===== src/rtl/serial_alu_pkg.sv =====
// Shared types and constants for the bit-serial ALU: opcode and state encodings, default width.
package serial_alu_pkg;

    localparam int unsigned DEFAULT_WIDTH = 16;

    typedef enum logic [1:0] {
        OP_ADD = 2'b00,
        OP_SUB = 2'b01,
        OP_AND = 2'b10,
        OP_OR  = 2'b11
    } op_t;

    typedef enum logic [1:0] {
        S_IDLE  = 2'b00,
        S_SHIFT = 2'b01,
        S_DONE  = 2'b10
    } state_t;

endpackage


===== src/rtl/serial_alu_bit.sv =====
// One-bit ALU slice: full adder with SUB inversion of b, or bitwise AND/OR with zero carry out.
module serial_alu_bit
    import serial_alu_pkg::*;
(
    input  logic carry,
    input  logic a,
    input  logic b,
    input  op_t  op,
    output logic r,
    output logic cnext
);

    logic bi;

    always_comb begin
        bi    = b;
        r     = 1'b0;
        cnext = 1'b0;
        case (op)
            OP_ADD, OP_SUB: begin
                bi    = b ^ (op == OP_SUB);
                r     = a ^ bi ^ carry;
                cnext = (a & bi) | (carry & (a ^ bi));
            end
            OP_AND: r = a & b;
            OP_OR:  r = a | b;
            default: r = 1'b0;
        endcase
    end

endmodule


===== src/rtl/serial_alu.sv =====
// Bit-serial ALU (ADD/SUB/AND/OR), one bit per cycle LSB first.
// Define SERIAL_ALU_OVF_EN to add the signed-overflow output ovf.
module serial_alu
    import serial_alu_pkg::*;
#(
    parameter int unsigned WIDTH = DEFAULT_WIDTH
) (
    input  logic             clk,
    input  logic             rst_n,
    input  logic             start,
    input  logic [1:0]       op,
    input  logic [WIDTH-1:0] i0,
    input  logic [WIDTH-1:0] i1,
    output logic             busy,
    output logic             done,
    output logic [WIDTH-1:0] o,
    output logic             cout
`ifdef SERIAL_ALU_OVF_EN
    ,
    output logic             ovf
`endif
);

    localparam int unsigned CW = (WIDTH > 1) ? $clog2(WIDTH) : 1;

    state_t           state, state_nxt;
    logic [CW-1:0]    cnt;
    logic             carry;
    logic [WIDTH-1:0] a_sr, b_sr, r_sr;
    op_t              op_r;
    logic             accept, last, bit_r, bit_c;

    assign accept = start && (state == S_IDLE || state == S_DONE);
    assign last   = (cnt == CW'(WIDTH - 1));
    assign busy   = (state == S_SHIFT);
    assign done   = (state == S_DONE);

    serial_alu_bit u_bit (
        .carry (carry),
        .a     (a_sr[0]),
        .b     (b_sr[0]),
        .op    (op_r),
        .r     (bit_r),
        .cnext (bit_c)
    );

    always_comb begin
        state_nxt = state;
        case (state)
            S_IDLE:  if (start) state_nxt = S_SHIFT;
            S_SHIFT: if (last)  state_nxt = S_DONE;
            S_DONE:  state_nxt = start ? S_SHIFT : S_IDLE;
            default: state_nxt = S_IDLE;
        endcase
    end

    always_ff @(posedge clk or negedge rst_n) begin
        if (!rst_n) state <= S_IDLE;
        else        state <= state_nxt;
    end

    // Result bits accumulate in r_sr so o only changes on the final shift cycle.
    always_ff @(posedge clk or negedge rst_n) begin
        if (!rst_n) begin
            cnt   <= '0;
            carry <= 1'b0;
            a_sr  <= '0;
            b_sr  <= '0;
            r_sr  <= '0;
            op_r  <= OP_ADD;
            o     <= '0;
            cout  <= 1'b0;
`ifdef SERIAL_ALU_OVF_EN
            ovf   <= 1'b0;
`endif
        end else if (accept) begin
            a_sr  <= i0;
            b_sr  <= i1;
            op_r  <= op_t'(op);
            carry <= op[0];
            cnt   <= '0;
        end else if (state == S_SHIFT) begin
            a_sr  <= a_sr >> 1;
            b_sr  <= b_sr >> 1;
            r_sr  <= {bit_r, r_sr[WIDTH-1:1]};
            carry <= bit_c;
            cnt   <= last ? '0 : cnt + CW'(1);
            if (last) begin
                o    <= {bit_r, r_sr[WIDTH-1:1]};
                cout <= bit_c;
`ifdef SERIAL_ALU_OVF_EN
                ovf  <= (op_r == OP_ADD || op_r == OP_SUB) ? (carry ^ bit_c) : 1'b0;
`endif
            end
        end
    end

endmodule


===== config.mk =====
export PLATFORM = sky130hd
export DESIGN_NAME = serial_alu
export DESIGN_NICKNAME = d
export VERILOG_FILES = /design/src/rtl/serial_alu_pkg.sv /design/src/rtl/serial_alu_bit.sv /design/src/rtl/serial_alu.sv
export SDC_FILE = /design/constraint.sdc
export NUM_CORES = 1
export LEC_CHECK = 0
export CAP_MARGIN = 25
export CORE_MARGIN = 10
export CORE_UTILIZATION = 56
export CTS_CLUSTER_DIAMETER = 30
export DETAILED_ROUTE_END_ITERATION = 7
export HOLD_SLACK_MARGIN = 0.05
export PLACE_DENSITY = 0.84
export RECOVER_POWER = 50
export SLEW_MARGIN = 15
export SYNTH_ARGS = -nofsm -noshare
export SYNTH_HDL_FRONTEND = slang
export SYNTH_SLANG_ARGS = --single-unit

===== constraint.sdc =====
create_clock -name clk -period 4.49 [get_ports clk]
set_input_delay 0.449 -clock clk [delete_from_list [all_inputs] [get_ports clk]]
set_output_delay 0.449 -clock clk [all_outputs]
set_load 0.03 [all_outputs]

==> metrics.cfg, run 1 <==
[grt]
grt-ovfl-total=0
groute.usage.overall=0.152
grt_pass1_wl_mm=10.8
grt_antenna_before_repair=0
grt_max_degree=74
grt_pass1_vias=2254

[worst_setup_path]
timing.rr.start=state[1]$_DFFE_PN0P_
worstPathRequired_ns=4.04
setup.worst_path.class=reg -> out
cp-start-kind=register
critPathCaptureType=output pin
crit_start=state[1]$_DFFE_PN0P_
r2r_slack_ns=1.89
worstPathMaxFanout=51
worstPathArrival_ns=2.71

[drt]
drt-initial-drc-count=167
route.detailed.drc=0
vias=2287
wl_mm=6.64
drt_first_pass_iters=4
wl_per_cell_um=15.3
viasPerCell=5.28
ant_nets=0

[power_and_ir_drop]
p_per_area_nw_per_um2=693
cellLeakagePower_nw=1.77
swShare=0.379
seq_power_share=0.431
vdd_ir_drop_max_mv=0.456
power_frac_comb=0.383
clock_power_share=0.186
p_int_mw=1.65
netSwitchingPower_mw=1.01

[clock_tree]
cts_root_buffer=clkbuf_8
ctsHoldBuffers=0
htreeDepth=3
cts_buffer_depth=2
insertion_delay_ns=0.34
clk_pin_slew_ns=0.07
postCtsSetupRepairBufs=0
numCtsBuffers=9
clock_sinks=73
cts_resized=0
cts_tree=built

[die]
dieWidth_um=94.5
io_pins=56
fp.dieH_um=94.5
die_area_sq_um=8940
fp.coreArea_sq_um=5440
start_util=0.572
row_count=27

[synthesis]
yosys_warnings=0
syn-num-nets=346
syn_avg_cell_area_sq_um=10.1
ys_seq_area_frac=0.587
yosysUniqueCellTypes=31
syn_inst=307
ys_seq_elements=73
syn_area_sq_um=3110

[cells_and_area]
final_common_cell=nand2_1
nNetsFinal=395
synthToLayoutAreaGrowth_pct=23.2
mostFrequentLayoutCells=nand2_1, dfrtp_1, clkdlybuf4s50_1
layout.cells.non_filler=433
final_core_util=0.705
layout-drive-gt1-share=0.0831
antenna_cells_inserted=0

[placement]
dp_cells=415
portBuffers=55
hpwl_mm=4.24
gp_congestion=0.767

[run_status]
status=finished with violations
violations=capacitance limit, slew limit

[timing]
slew_headroom=-0.172
setup_viol=0
holdWs_ns=0.481
worst_pin_slew_ns=1.76
tns_ns=0
fin_crit_sh=0.704
period_needed_ns=3.16
fmax_ghz=0.316
slew_viol_final=93
finClkSkew_ns=0.0129
hold_viol_final=0
rsz0062_at_grt=no

[job]
max_cap_violations=2

[worst_hold_path]
hold_path.class=reg -> reg
hp-start=r_sr[1]$_DFFE_PN0P_

-- stage by stage --
stage                     power [mW]  area (sq um)  setup slack (ns)
after global placement          2.11          3630              1.69
after floorplan                 1.87          3110              2.83
final                           2.66          3830              1.33
after detailed placement        2.16          3630              1.66
after CTS                       2.67          3820              1.27
after global routing            2.86          3830              1.15
-- cell usage after synthesis (all sizes together) --
| library cell | instances | area, sq um |
|---|---|---|
| a22o | 2 | 17.5 |
| nor2 | 30 | 129 |
| a22oi | 4 | 30.0 |
| o311ai | 1 | 16.3 |
| clkbuf | 1 | 3.75 |
| dfrtp | 73 | 1830 |
| o21ai | 3 | 15.0 |
| a21oi | 2 | 10.0 |
| mux2i | 1 | 10.0 |
| ha | 1 | 12.5 |
| nor2b | 3 | 18.8 |
| nand3 | 7 | 40.0 |
| buf | 18 | 116 |
| mux2 | 18 | 203 |
| nand3b | 1 | 7.51 |
| nand2b | 3 | 26.3 |
| xnor2 | 2 | 17.5 |
| o22ai | 3 | 18.8 |
| o31ai | 1 | 12.5 |
| fa | 1 | 20.0 |
| a31oi | 24 | 150 |
| nand2 | 103 | 387 |
| nor3 | 3 | 15.0 |
| inv | 2 | 7.50 |
-- area by class of cell --
| type | count | area (sq um) |
|---|---|---|
| tap | 72 | 90.1 |
| timing repair buffer | 57 | 577 |
| fill | 410 | 1610 |
| sequential | 73 | 1830 |
| clock buffer | 13 | 149 |
| inverter | 2 | 7.51 |
| clock inverter | 3 | 40.0 |
| multi-input combinational | 213 | 1140 |
-- path summary, 6_finish.rpt --
| kind | to | depth (start not counted) |
|---|---|---|
| setup / recovery | busy | 3 |
| setup reg to reg | o[2]$_DFFE_PN0P_ | 3 |
| min in group asynchronous | b_sr[12]$_DFFE_PN0P_ | 1 |
| hold / removal | r_sr[1]$_DFFE_PN0P_ | 2 |
| hold reg to reg | r_sr[1]$_DFFE_PN0P_ | 2 |
| max in group asynchronous | cnt[0]$_DFFE_PN0P_ | 1 |
-- registers in the layout, summed over array words and instances, names as in the netlist --
signal / flops
op_r: 2
r_sr: 15
a_sr: 16
o: 16
carry: 1
cnt: 4
cout: 1
state: 2
b_sr: 16
-- power by group through the flow --
stage,clock (mW),sequential [mW],combinational [mW]
after CTS,0.504,1.14,1.02
after detailed placement,0,1.15,1.01
after floorplan,0,1.21,0.664
after global routing,0.537,1.18,1.14
after global placement,0,1.13,0.979
final,0.495,1.15,1.02
-- layer usage --
metal,share of wire,global-route usage
met1,0.45,0.198
met2,0.47,0.227
met3,0.064,0.0515
met4,0.018,0.0636
met5,0,0
-- worst max-delay path: stages (launching register included) --
cell	delay (ns)
dfrtp_1	0.38
nand2b_4	0.38
inv_2	0.76
clkdlybuf4s50_1	0.82
-- cell families (layout without fill, tap and decap cells) --
group	Yosys count	after routing	synth area share
compound gates	40	40	0.0869
xor+xnor	2	2	0.00563
fa+ha+maj	2	2	0.0105
buf+inv	21	75	0.0410
flops	73	73	0.587
mux	19	19	0.0684
simple gates	150	150	0.200
Note: power is estimated with default switching activity, not from simulation.
==> run 2, diff against run 1 <==
- CORE_UTILIZATION: 56 -> 47
- PLACE_DENSITY: 0.84 -> 0.76
- clock period: 4.49 -> 2.6 ns (I/O delays scaled with it)
==> run 2 against run 1 <==
The run still ends with capacitance limit, slew limit left. Clock skew down 0.0064 ns. Highest routed layer unchanged. Global-route usage down 1.4 points. Sequential cell count unchanged. Via count up 0.57%. Worst hold slack worse by 0.12 ns. Final cell count up 1.8%. Critical path type unchanged. Non-clock buffer count up 3. Total power up 71%. Critical endpoint unchanged. Die area up 15%. Critical path depth unchanged. Sequential share of layout area about the same.
==> metrics.cfg, run 2 (synthesis gave the netlist of run 1 again) <==
[timing]
worst_pin_slew_ns=1.75  ; -0.00726 ns
hold_viol_final=0  ; unchanged
slew_viol_final=74  ; -20%
tns_ns=0  ; unchanged
fmax_ghz=0.461
rsz0062_at_grt=no
finClkSkew_ns=0.00651  ; -0.00640 ns
fin_crit_sh=0.833
period_needed_ns=2.17
setup_viol=0  ; unchanged
slew_headroom=-0.167  ; +0.00484

[worst_setup_path]
r2r_cells=4  ; +1
worstPathRequired_ns=2.34  ; -1.70 ns
worstPathMaxFanout=24  ; -53%
critPathCaptureType=output pin
reg2reg_to=a_sr[14]$_DFFE_PN0P_
timing.rr.start=state[0]$_DFFE_PN0P_
cp-start-kind=register
r2r_slack_ns=0.56  ; -1.33 ns
setup.worst_path.class=reg -> out
worstPathArrival_ns=1.91  ; -0.80 ns

[cells_and_area]
synthToLayoutAreaGrowth_pct=23.2  ; about the same
layout-drive-gt1-share=0.102  ; +0.0185
mostFrequentLayoutCells=nand2_1, dfrtp_1, clkdlybuf4s50_1
fill_cells=562  ; +37%
nNetsFinal=398  ; +0.76%
final_common_cell=nand2_1
reg_top3=a_sr x16, b_sr x16, o x16
antenna_cells_inserted=0  ; unchanged
fin_area_sq_um=3830  ; about the same

[clock_tree]
clock_sinks=73  ; unchanged
numCtsBuffers=9  ; unchanged
cts_tree=built
clk_pin_slew_ns=0.08  ; about the same
ctsHoldBuffers=0  ; unchanged
htreeDepth=3  ; unchanged
cts_root_buffer=clkbuf_8
postCtsSetupRepairBufs=0  ; unchanged
cts_buffer_depth=2  ; unchanged
cts_resized=0  ; unchanged
insertion_delay_ns=0.34  ; about the same

[drt]
ant_nets=0  ; unchanged
viasPerCell=5.22  ; -1.3%
route.detailed.drc=0  ; unchanged
drt-initial-drc-count=142  ; -15%
wl_mm=6.60  ; -0.59%
vias=2300  ; +0.57%
wl_per_cell_um=15.0  ; -2.4%
drt_first_pass_iters=5  ; +1

[grt]
grt-ovfl-total=0  ; unchanged
grt_antenna_before_repair=0  ; unchanged
grt_pass1_wl_mm=11.5  ; +6.5%
grt_max_degree=74  ; unchanged
groute.usage.overall=0.137  ; -0.0142
grt_pass1_vias=2335  ; +3.6%

[power_and_ir_drop]
cellLeakagePower_nw=1.77  ; -0.13%
p_int_mw=2.79  ; +69%
seq_power_share=0.436  ; +0.005
vdd_ir_drop_max_mv=0.612  ; +34%
netSwitchingPower_mw=1.75  ; +74%
clock_power_share=0.177  ; -0.009
power_frac_comb=0.386  ; +0.003
p_per_area_nw_per_um2=1180  ; +71%
swShare=0.386  ; +0.00648

[die]
io_pins=56  ; unchanged
row_count=29  ; +7.4%
fp.dieH_um=101  ; +7.2%
fp.coreArea_sq_um=6390  ; +17%
die_area_sq_um=10300  ; +15%
dieWidth_um=101  ; +7.2%
start_util=0.487  ; -0.0848

[job]
max_cap_violations=1  ; -1

[placement]
gp_congestion=0.789  ; +2.9%
hpwl_mm=4.50  ; +6.2%
placed_area_sq_um=3670  ; +1.1%
portBuffers=55  ; unchanged

[run_status]
violations=capacitance limit, slew limit
status=finished with violations

[worst_hold_path]
hold_path.class=in -> async

## run 2: worst max path at each step
stage / from / to / slack [ns] / cells after the start
floorplan: op_r[1]$_DFFE_PN0P_ / o[15]$_DFFE_PN0P_ / 0.94 / 6
global placement: op_r[1]$_DFFE_PN0P_ / o[15]$_DFFE_PN0P_ / 0.89 / 6
detailed placement: op_r[1]$_DFFE_PN0P_ / o[15]$_DFFE_PN0P_ / 0.85 / 6
CTS: state[0]$_DFFE_PN0P_ / done / 0.61 / 2
global route: state[0]$_DFFE_PN0P_ / busy / 0.29 / 3
finish: state[1]$_DFFE_PN0P_ / busy / 0.43 / 3
## run 2: final cells by class
class,count,area [sq um],area share
multi-input combinational,213,1140,0.299
clock inverter,5,30.0,0.00784
clock buffer,11,151,0.0395
sequential,73,1830,0.477
tap,77,96.3,0.0251
timing repair buffer,60,574,0.150
inverter,2,7.51,0.00196
## run 2: power by group through the flow
stage	Combinational (mW)	Sequential [mW]	Clock [mW]
floorplan	1.15	2.09	0
detailed placement	1.79	2.00	0
finish	1.75	1.98	0.804
CTS	1.80	1.98	0.826
global placement	1.73	1.98	0
global route	1.99	2.05	0.880
## run 2: worst max-delay path, stage by stage (launching register included)
cell and delay [ns]:
dfrtp_1 0.39, nand2b_4 0.26, inv_1 0.62, buf_4 0.29
## run 2: metal layers
layer / routed length [um] / GRT usage / vias to the layer above
met4: 44 / 0.0418 / 0
met2: 3070 / 0.200 / 50
li1: - / - / 1124
met3: 514 / 0.0640 / 4
met1: 2970 / 0.178 / 1122
met5: 0 / 0 / -
## run 2: metrics by stage
stage          utilization  std cells  total power [mW]  hold slack [ns]  worst slack [ns]
2_1_floorplan            -        307              3.24          -0.0356             0.936
3_3_place_gp         0.575        425              3.71            0.448             0.887
3_5_place_dp         0.575        425              3.79            0.450             0.847
4_1_cts              0.603        441              4.61           0.0748             0.615
5_1_grt              0.600        441              4.92            0.472             0.295
6_report             0.600        441              4.54            0.361             0.433
